`src/rtl/serdes_pkg.sv`:
```
// Shared definitions for the serializer / deserializer pair.
// Latency: n/a (types, constants and elaboration-time helpers only).
// Backpressure: n/a.
package serdes_pkg;

    // Frame FSM encoding shared by the serializer and its tests.
    typedef enum logic {
        ST_IDLE  = 1'b0,
        ST_SHIFT = 1'b1
    } state_e;

    // Default word width, common to the PISO and the downstream SIPO.
    localparam int SERDES_WIDTH = 4;

    // Ceiling log2 with a floor of 1, so a counter is never zero bits wide.
    function automatic int clog2(input int n);
        int r;
        r = 1;
        for (int i = 1; i < 32; i++) begin
            if ((1 << i) < n) begin
                r = i + 1;
            end
        end
        return r;
    endfunction

endpackage

```
`src/rtl/piso_tx.sv`:
```
// Parallel-in serial-out serializer feeding the SIPO's data_in directly.
// Latency: first bit on serial_out one cycle after the accepting edge; one bit per cycle.
// Backpressure: load_ready only in IDLE or the last bit cycle, giving zero-bubble back-to-back frames.
//
// Ports:
//   clk          rising-edge clock
//   rst          asynchronous active-low reset
//   load_valid   load_data is valid this cycle
//   load_ready   a word can be accepted this cycle (combinational)
//   load_data    WIDTH-bit parallel word
//   serial_out   registered serial bit stream
//   frame_active high while serial_out carries a frame bit
//   frame_last   high while serial_out carries the last bit of a frame
module piso_tx
    import serdes_pkg::*;
#(
    parameter int WIDTH      = SERDES_WIDTH,
    parameter bit LSB_FIRST  = 1'b1,
    parameter bit IDLE_LEVEL = 1'b0
) (
    input  logic             clk,
    input  logic             rst,
    input  logic             load_valid,
    output logic             load_ready,
    input  logic [WIDTH-1:0] load_data,
    output logic             serial_out,
    output logic             frame_active,
    output logic             frame_last
);

    localparam int            CW       = clog2(WIDTH);
    localparam logic [CW-1:0] CNT_LAST = CW'(WIDTH - 1);

    state_e           state_q, state_d;
    logic [WIDTH-1:0] shreg_q, shreg_d;
    logic [CW-1:0]    bit_cnt_q, bit_cnt_d;
    logic             serial_out_q, serial_out_d;
    logic             frame_active_q, frame_active_d;
    logic             frame_last_q, frame_last_d;

    logic at_last;
    logic xfer;

    always_comb begin
        state_d        = state_q;
        shreg_d        = shreg_q;
        bit_cnt_d      = bit_cnt_q;
        serial_out_d   = IDLE_LEVEL;
        frame_active_d = 1'b0;
        frame_last_d   = 1'b0;

        // bit_cnt tracks the frame cycle currently visible on serial_out.
        at_last    = (state_q == ST_SHIFT) && (bit_cnt_q == CNT_LAST);
        // Gated by rst so nothing is offered while reset is held.
        load_ready = rst && ((state_q == ST_IDLE) || at_last);
        xfer       = load_valid && load_ready;

        if (xfer) begin
            state_d   = ST_SHIFT;
            shreg_d   = load_data;
            bit_cnt_d = '0;
        end else if (state_q == ST_SHIFT) begin
            if (at_last) begin
                state_d   = ST_IDLE;
                shreg_d   = '0;
                bit_cnt_d = '0;
            end else begin
                bit_cnt_d = bit_cnt_q + CW'(1);
                if (LSB_FIRST) begin
                    shreg_d = {1'b0, shreg_q[WIDTH-1:1]};
                end else begin
                    shreg_d = {shreg_q[WIDTH-2:0], 1'b0};
                end
            end
        end

        // Output end of the next shift register drives the next serial bit,
        // so serial_out and the framing flags stay registered and aligned.
        if (state_d == ST_SHIFT) begin
            serial_out_d   = LSB_FIRST ? shreg_d[0] : shreg_d[WIDTH-1];
            frame_active_d = 1'b1;
            frame_last_d   = (bit_cnt_d == CNT_LAST);
        end
    end

    always_ff @(posedge clk or negedge rst) begin
        if (!rst) begin
            state_q        <= ST_IDLE;
            shreg_q        <= '0;
            bit_cnt_q      <= '0;
            serial_out_q   <= IDLE_LEVEL;
            frame_active_q <= 1'b0;
            frame_last_q   <= 1'b0;
        end else begin
            state_q        <= state_d;
            shreg_q        <= shreg_d;
            bit_cnt_q      <= bit_cnt_d;
            serial_out_q   <= serial_out_d;
            frame_active_q <= frame_active_d;
            frame_last_q   <= frame_last_d;
        end
    end

    assign serial_out   = serial_out_q;
    assign frame_active = frame_active_q;
    assign frame_last   = frame_last_q;

endmodule
```
`config.mk`:
```
export PLATFORM = sky130hd
export DESIGN_NAME = piso_tx
export DESIGN_NICKNAME = d
export VERILOG_FILES = /design/src/rtl/serdes_pkg.sv /design/src/rtl/piso_tx.sv
export SDC_FILE = /design/constraint.sdc
export NUM_CORES = 1
export LEC_CHECK = 0
export CORE_MARGIN = 8
export CORE_UTILIZATION = 33
export DETAILED_ROUTE_END_ITERATION = 10
export PLACE_DENSITY = 0.46
export SLEW_MARGIN = 20
export SYNTH_ARGS = -nofsm -noshare
export SYNTH_HDL_FRONTEND = slang
export SYNTH_SLANG_ARGS = --single-unit
export TNS_END_PERCENT = 20
```
`constraint.sdc`:
```
create_clock -name clk -period 3.1 [get_ports clk]
set_input_delay 0.62 -clock clk [delete_from_list [all_inputs] [get_ports clk]]
set_output_delay 0.62 -clock clk [all_outputs]
set_load 0.01 [all_outputs]
```
=== Yosys cells after proc, flatten, opt, wreduce, memory -nomap -nowiden ===
Index checks and enable logic that the tools add are counted.

* Flip-flop bits (word level): 40
* Output and inout port bits: 4
* Logic and storage cells: 28

* Add/subtract/negate cells: 1
* Eq/ne operators: 2
* Mux-type cells: 12
* Bitwise gates (word level): 1
* Reduce and logical (&&, ||, !) cells: 5

{| class="wikitable"
|+ Operator list
! operator !! number
|-
| 2-to-1 mux 32 bit || 3
|-
| equality test 32 x 2 -> 1 bit, second input constant || 2
|-
| adder 32 x 1 -> 32 bit, second input constant || 1
|-
| 2-to-1 mux 4 bit || 2
|-
| 2-to-1 mux 1 bit || 6
|-
| logical AND 1 bit || 3
|-
| 2-to-1 mux 3 bit || 1
|-
| nonzero test 2 bit || 1
|-
| logical OR 1 bit || 1
|-
| NOT 1 bit || 1
|}

=== Longest topological paths before layout ===
* Depth after elaboration: 8
* Depth in mapped cells: 8

=== Least setup slack after synthesis ===
Ideal clock, no wire load.

* Kind: reg2reg
* Start: register bit_cnt_q[3]
* End: register frame_last_q (netlist: frame_last)
* Library setup time: 111 ps
* Arrival time: 2322 ps
* Data required time: 2989 ps
* Setup slack: 666 ps
* Cell stages (with the launch flop): 9
* Buffers on the path: 1
* Clock period less this slack: 2434 ps
* Cells stage by stage: dfrtp_1 buf_2 nand3_2 nor4_2 mux2_2 mux2_2 nor3b_1 nand4_1 a2111oi_2

* Word-level cells in the longest chain between the ends: 8

{| class="wikitable"
|+ RTL lines
! element !! RTL line !! source
|-
| start: declaration || piso_tx.sv:36 || <nowiki>logic [CW-1:0] bit_cnt_q, bit_cnt_d;</nowiki>
|-
| start signal: assignment || piso_tx.sv:97 || <nowiki>bit_cnt_q <= bit_cnt_d;</nowiki>
|-
| parallel branches: the longest is 7 deep, another holds adder 32 x 1 -> 32 bit || - ||
|-
| 2-to-1 mux 1 bit * || piso_tx.sv:79 || <nowiki>if (state_d == ST_SHIFT) begin</nowiki>
|-
| via frame_last_d || piso_tx.sv:39 || <nowiki>logic frame_last_q, frame_last_d;</nowiki>
|-
| end signal: assignment || piso_tx.sv:100 || <nowiki>frame_last_q <= frame_last_d;</nowiki>
|-
| end: declaration || piso_tx.sv:39 ||
|}

Mark *: on every way through the listed nets, which the timed path passes.
A chain may end at the register's enable or synchronous reset.

=== Worst setup path after layout ===
* Start: register bit_cnt_q[6]
* End: output load_ready

* Word-level cells in the longest chain between the ends: 4

{| class="wikitable"
|+ RTL lines
! element !! RTL line !! source
|-
| equality test 32 x 2 -> 1 bit || piso_tx.sv:53 || <nowiki>at_last = (state_q == ST_SHIFT) && (bit_cnt_q == CNT_LAST);</nowiki>
|-
| logical AND 1 bit || piso_tx.sv:53 ||
|-
| logical OR 1 bit || piso_tx.sv:55 || <nowiki>load_ready = rst && ((state_q == ST_IDLE) || at_last);</nowiki>
|-
| logical AND 1 bit || piso_tx.sv:55 ||
|-
| end: declaration || piso_tx.sv:24 || <nowiki>output logic load_ready,</nowiki>
|}

Every way passes these cells.

==> parameters.txt <==
Parameter                              Value

Status
  Result of the run    complete, no violations

STA
  Max Slew Vio Count    0
  Clock Skews    0.00615 ns
  Worst max-slew margin expressed relative to the limit    0.587
  Final Hold Fails    0
  Highest achievable clock rate    ~0.33 GHz
  Setup repair after global routing missed its margin    false
  Final worst setup slack    between 0.1 and 0.15 ns
  Setup Total Neg Slack    0 ns
  Final period utilization    0.965
  Count of endpoints failing setup in the final report    0
  Post-layout min period    2.99 ns
  Tightest Pin Transition    ~0.61 ns

Worst setup path
  Setup CP Type    reg2out
  Family of cells with the greatest summed delay on the critical path    simple AND/OR/NAND/NOR gates
  Length in cells of the worst reg-to-reg path    8
  Data arrival at the endpoint of the critical path    ~2.4 ns
  Critical R2R Launch    bit_cnt_q[8]
  Required time worst endpoint    roughly 2.5 ns
  Buffer and inverter count on the worst path    1
  Biggest fanout along the worst timing path    9
  Type of element launching the critical path    flip-flop
  Worst Setup SP    bit_cnt_q[6]
  Critical path, cell by cell    nor4_2 > nand4_1 > o21ai_2 > and2_1 > clkdlybuf4s50_1
  Critical Path Stages    5
  Critical Path End Type    output pin
  Cell with the biggest individual delay on the critical path    sky130_fd_sc_hd__clkdlybuf4s50_1
  Largest incremental delay on the critical path    between 0.5 and 0.6 ns

GRT
  GRT Residual Overflow    0
  Initial antenna violation count    0
  Via count of the first global-routing pass    ~2100
  Pin count of the biggest net entering global routing    36
  Total Routing Usage GR    0.134
  Wire length of the first global-routing pass    ~11000 µm

Drt
  Aggregate routed wire length    6390 µm
  Average wire per cell in the routed design    roughly 16 µm
  Antenna Violating Nets Remaining    0
  Via count    ~2000
  Via count normalized by instance count    5.14
  Count of routing violations after the opening detailed-route iteration    roughly 130
  DRC    0
  Drt first pass iters    4

Logic synthesis
  Net Count, Synth    between 200 and 300
  Number of synthesized flops with an enable pin    0
  Total standard cell area after synthesis    0.00243 mm²
  #FFs+latches synth    38
  Most frequent cell after synthesis    sky130_fd_sc_hd__nor2_1
  Most frequent cells after synthesis    45 x sky130_fd_sc_hd__nor2_1, 38 x sky130_fd_sc_hd__dfrtp_1, 22 x sky130_fd_sc_hd__nand3_1
  Most area-hungry cell type in the Yosys netlist    sky130_fd_sc_hd__dfrtp_1
  Synthesized instance count    about 270
  Portion of the post-synthesis area used by sequential elements    0.392
  Synth top area share    0.392
  Ys flop type    sky130_fd_sc_hd__dfrtp_1
  Main area contributors after synthesis    sky130_fd_sc_hd__dfrtp_1 39%, sky130_fd_sc_hd__nor2_1 7.0%, sky130_fd_sc_hd__xnor2_1 5.8%
  Synth warn    0
  Library cells used by synthesis    50
  Share of synthesized flip-flops with an asynchronous set or reset    1.00
  Average footprint of a synthesized cell    ~8.9 µm²

Placement
  Global placement routability congestion    0.881
  IO buf count    10
  Post-Place Worst Slack    0.250 ns
  Hpwl dp    4920 µm

Floorplanning
  Die area    0.0104 mm²
  Total number of placement rows    31
  Placeable core region    just over 0.007 mm²
  Die Span X    102 µm
  Initial Utilization    0.338
  Ports    11
  Vert. Die Dim    about 100 µm

Clock network
  Clock transition at path regs    approximately 0.08 ns
  Clk buf depth    2
  Number of sinks handled by clock tree synthesis    38
  TritonCTS buffer count    5
  # Post-CTS Setup Buffers    0
  Cell chosen for the clock root    sky130_fd_sc_hd__clkbuf_8
  Clock tree from TritonCTS    built
  Number of H-tree levels    2
  Clock latency on the worst-skew pair    between 0.2 and 0.3 ns

Cells and area
  Diode count    0
  Area taken by flip-flops and latches    roughly 950 µm²
  Number of fill cells    746
  Area grow syn2layout    15.6%
  Multi-input combinational cell area    ~0.0014 mm²
  Nets    about 300
  Share of layout cells above drive strength 1    0.155
  Final Core Density    0.391

Pwr
  Power density of the placed cells    ~550 mW/mm²
  Leakage power of the design    0.000995 µW
  Maximum VDD drop    ~0.00021 V

Worst hold path
  Hold Path Class    in2async

Flow run
  Number of max-cap violations    0
-- power breakdown --
group | switching (µW) | leakage [µW] | internal, µW
sequential | 197 | 0.000422 | 578
clock | 190 | 0.0000504 | 239
combinational | 186 | 0.000522 | 156
total | 573 | 0.000995 | 973
-- per-stage QoR --
stage,instance area (µm²),cells,power [µW],hold slack (ns)
after floorplan,2430,273,1050,0.324
after global placement,2670,381,1120,0.492
after detailed placement,2670,381,1120,0.474
after CTS,2800,389,1560,0.164
after global routing,2810,389,1640,0.169
final,2810,389,1550,0.170
-- registers in the layout, summed over array words and instances (netlist names) --
name / cells
bit_cnt_q: 32
shreg_q: 3
frame_active: 1
frame_last: 1
serial_out: 1
-- final cells by class --
| type | instances | area share |
|---|---|---|
| clock buffer | 5 | 0.0245 |
| sequential | 38 | 0.339 |
| tap | 99 | 0.0441 |
| multi-input combinational | 219 | 0.503 |
| inverter | 1 | 0.00134 |
| clock inverter | 3 | 0.0160 |
| timing repair buffer | 24 | 0.0713 |
-- per-layer routing --
metal  global-route usage  up-vias  share of wire
met2                0.229       20           0.49
met5                    0        -              0
met1                0.168      955           0.48
li1                     -     1017              -
met3               0.0261        6          0.027
met4               0.0344        0         0.0083
-- cells in the final DEF (no fill, tap or decap), types with 3 or more instances in the layout --
master	Yosys	final
sky130_fd_sc_hd__clkbuf_8	0	5
sky130_fd_sc_hd__nand4_1	9	9
sky130_fd_sc_hd__xnor2_1	16	16
sky130_fd_sc_hd__clkdlybuf4s50_1	0	9
sky130_fd_sc_hd__and4_1	3	3
sky130_fd_sc_hd__nand3_1	22	22
sky130_fd_sc_hd__nor4_1	8	7
sky130_fd_sc_hd__nor3b_1	4	4
sky130_fd_sc_hd__and2_1	4	4
sky130_fd_sc_hd__o21ai_0	8	7
sky130_fd_sc_hd__buf_4	1	14
sky130_fd_sc_hd__a21oi_1	9	9
sky130_fd_sc_hd__dfrtp_1	38	37
sky130_fd_sc_hd__xor2_1	14	14
sky130_fd_sc_hd__nor2_1	45	45
sky130_fd_sc_hd__and3_1	7	7
sky130_fd_sc_hd__nor3_1	11	11
sky130_fd_sc_hd__nand2_1	21	21
-- kinds of logic (layout without fill, tap and decap cells) --
logic type	Yosys count	after routing	share of synthesized area
compound gates	30	30	0.0840
xor+xnor	30	30	0.108
fa+ha+maj	1	1	0.00515
buf+inv	16	33	0.0345
flops	38	38	0.392
mux	4	4	0.0175
simple gates	154	154	0.359
-- worst register-to-register path: cells and delay by family, from the launching register on --
| family | cells | cell delay [ns] |
|---|---|---|
| compound gates | 2 | 0.52 |
| buf+inv | 1 | 0.22 |
| flops | 1 | 0.57 |
| simple gates | 5 | 1.25 |
-- final timing paths --
| check | end | slack (ns) |
|---|---|---|
| max reg2reg | frame_last | 0.43 |
| min in group clk | serial_out | 0.51 |
| min | frame_active | 0.17 |
| max in group asynchronous | bit_cnt_q[22] | 2.21 |
| max | load_ready | 0.11 |
| min reg2reg | serial_out | 0.51 |
-- what timing repair did --
action,4_1_cts,5_1_grt
endpoints found under the hold margin,0,0
pin swaps,0,1
setup endpoints to repair,1,1
gates resized for setup,3,3
hold buffers,0,0
(Power assumes the default switching activity.)
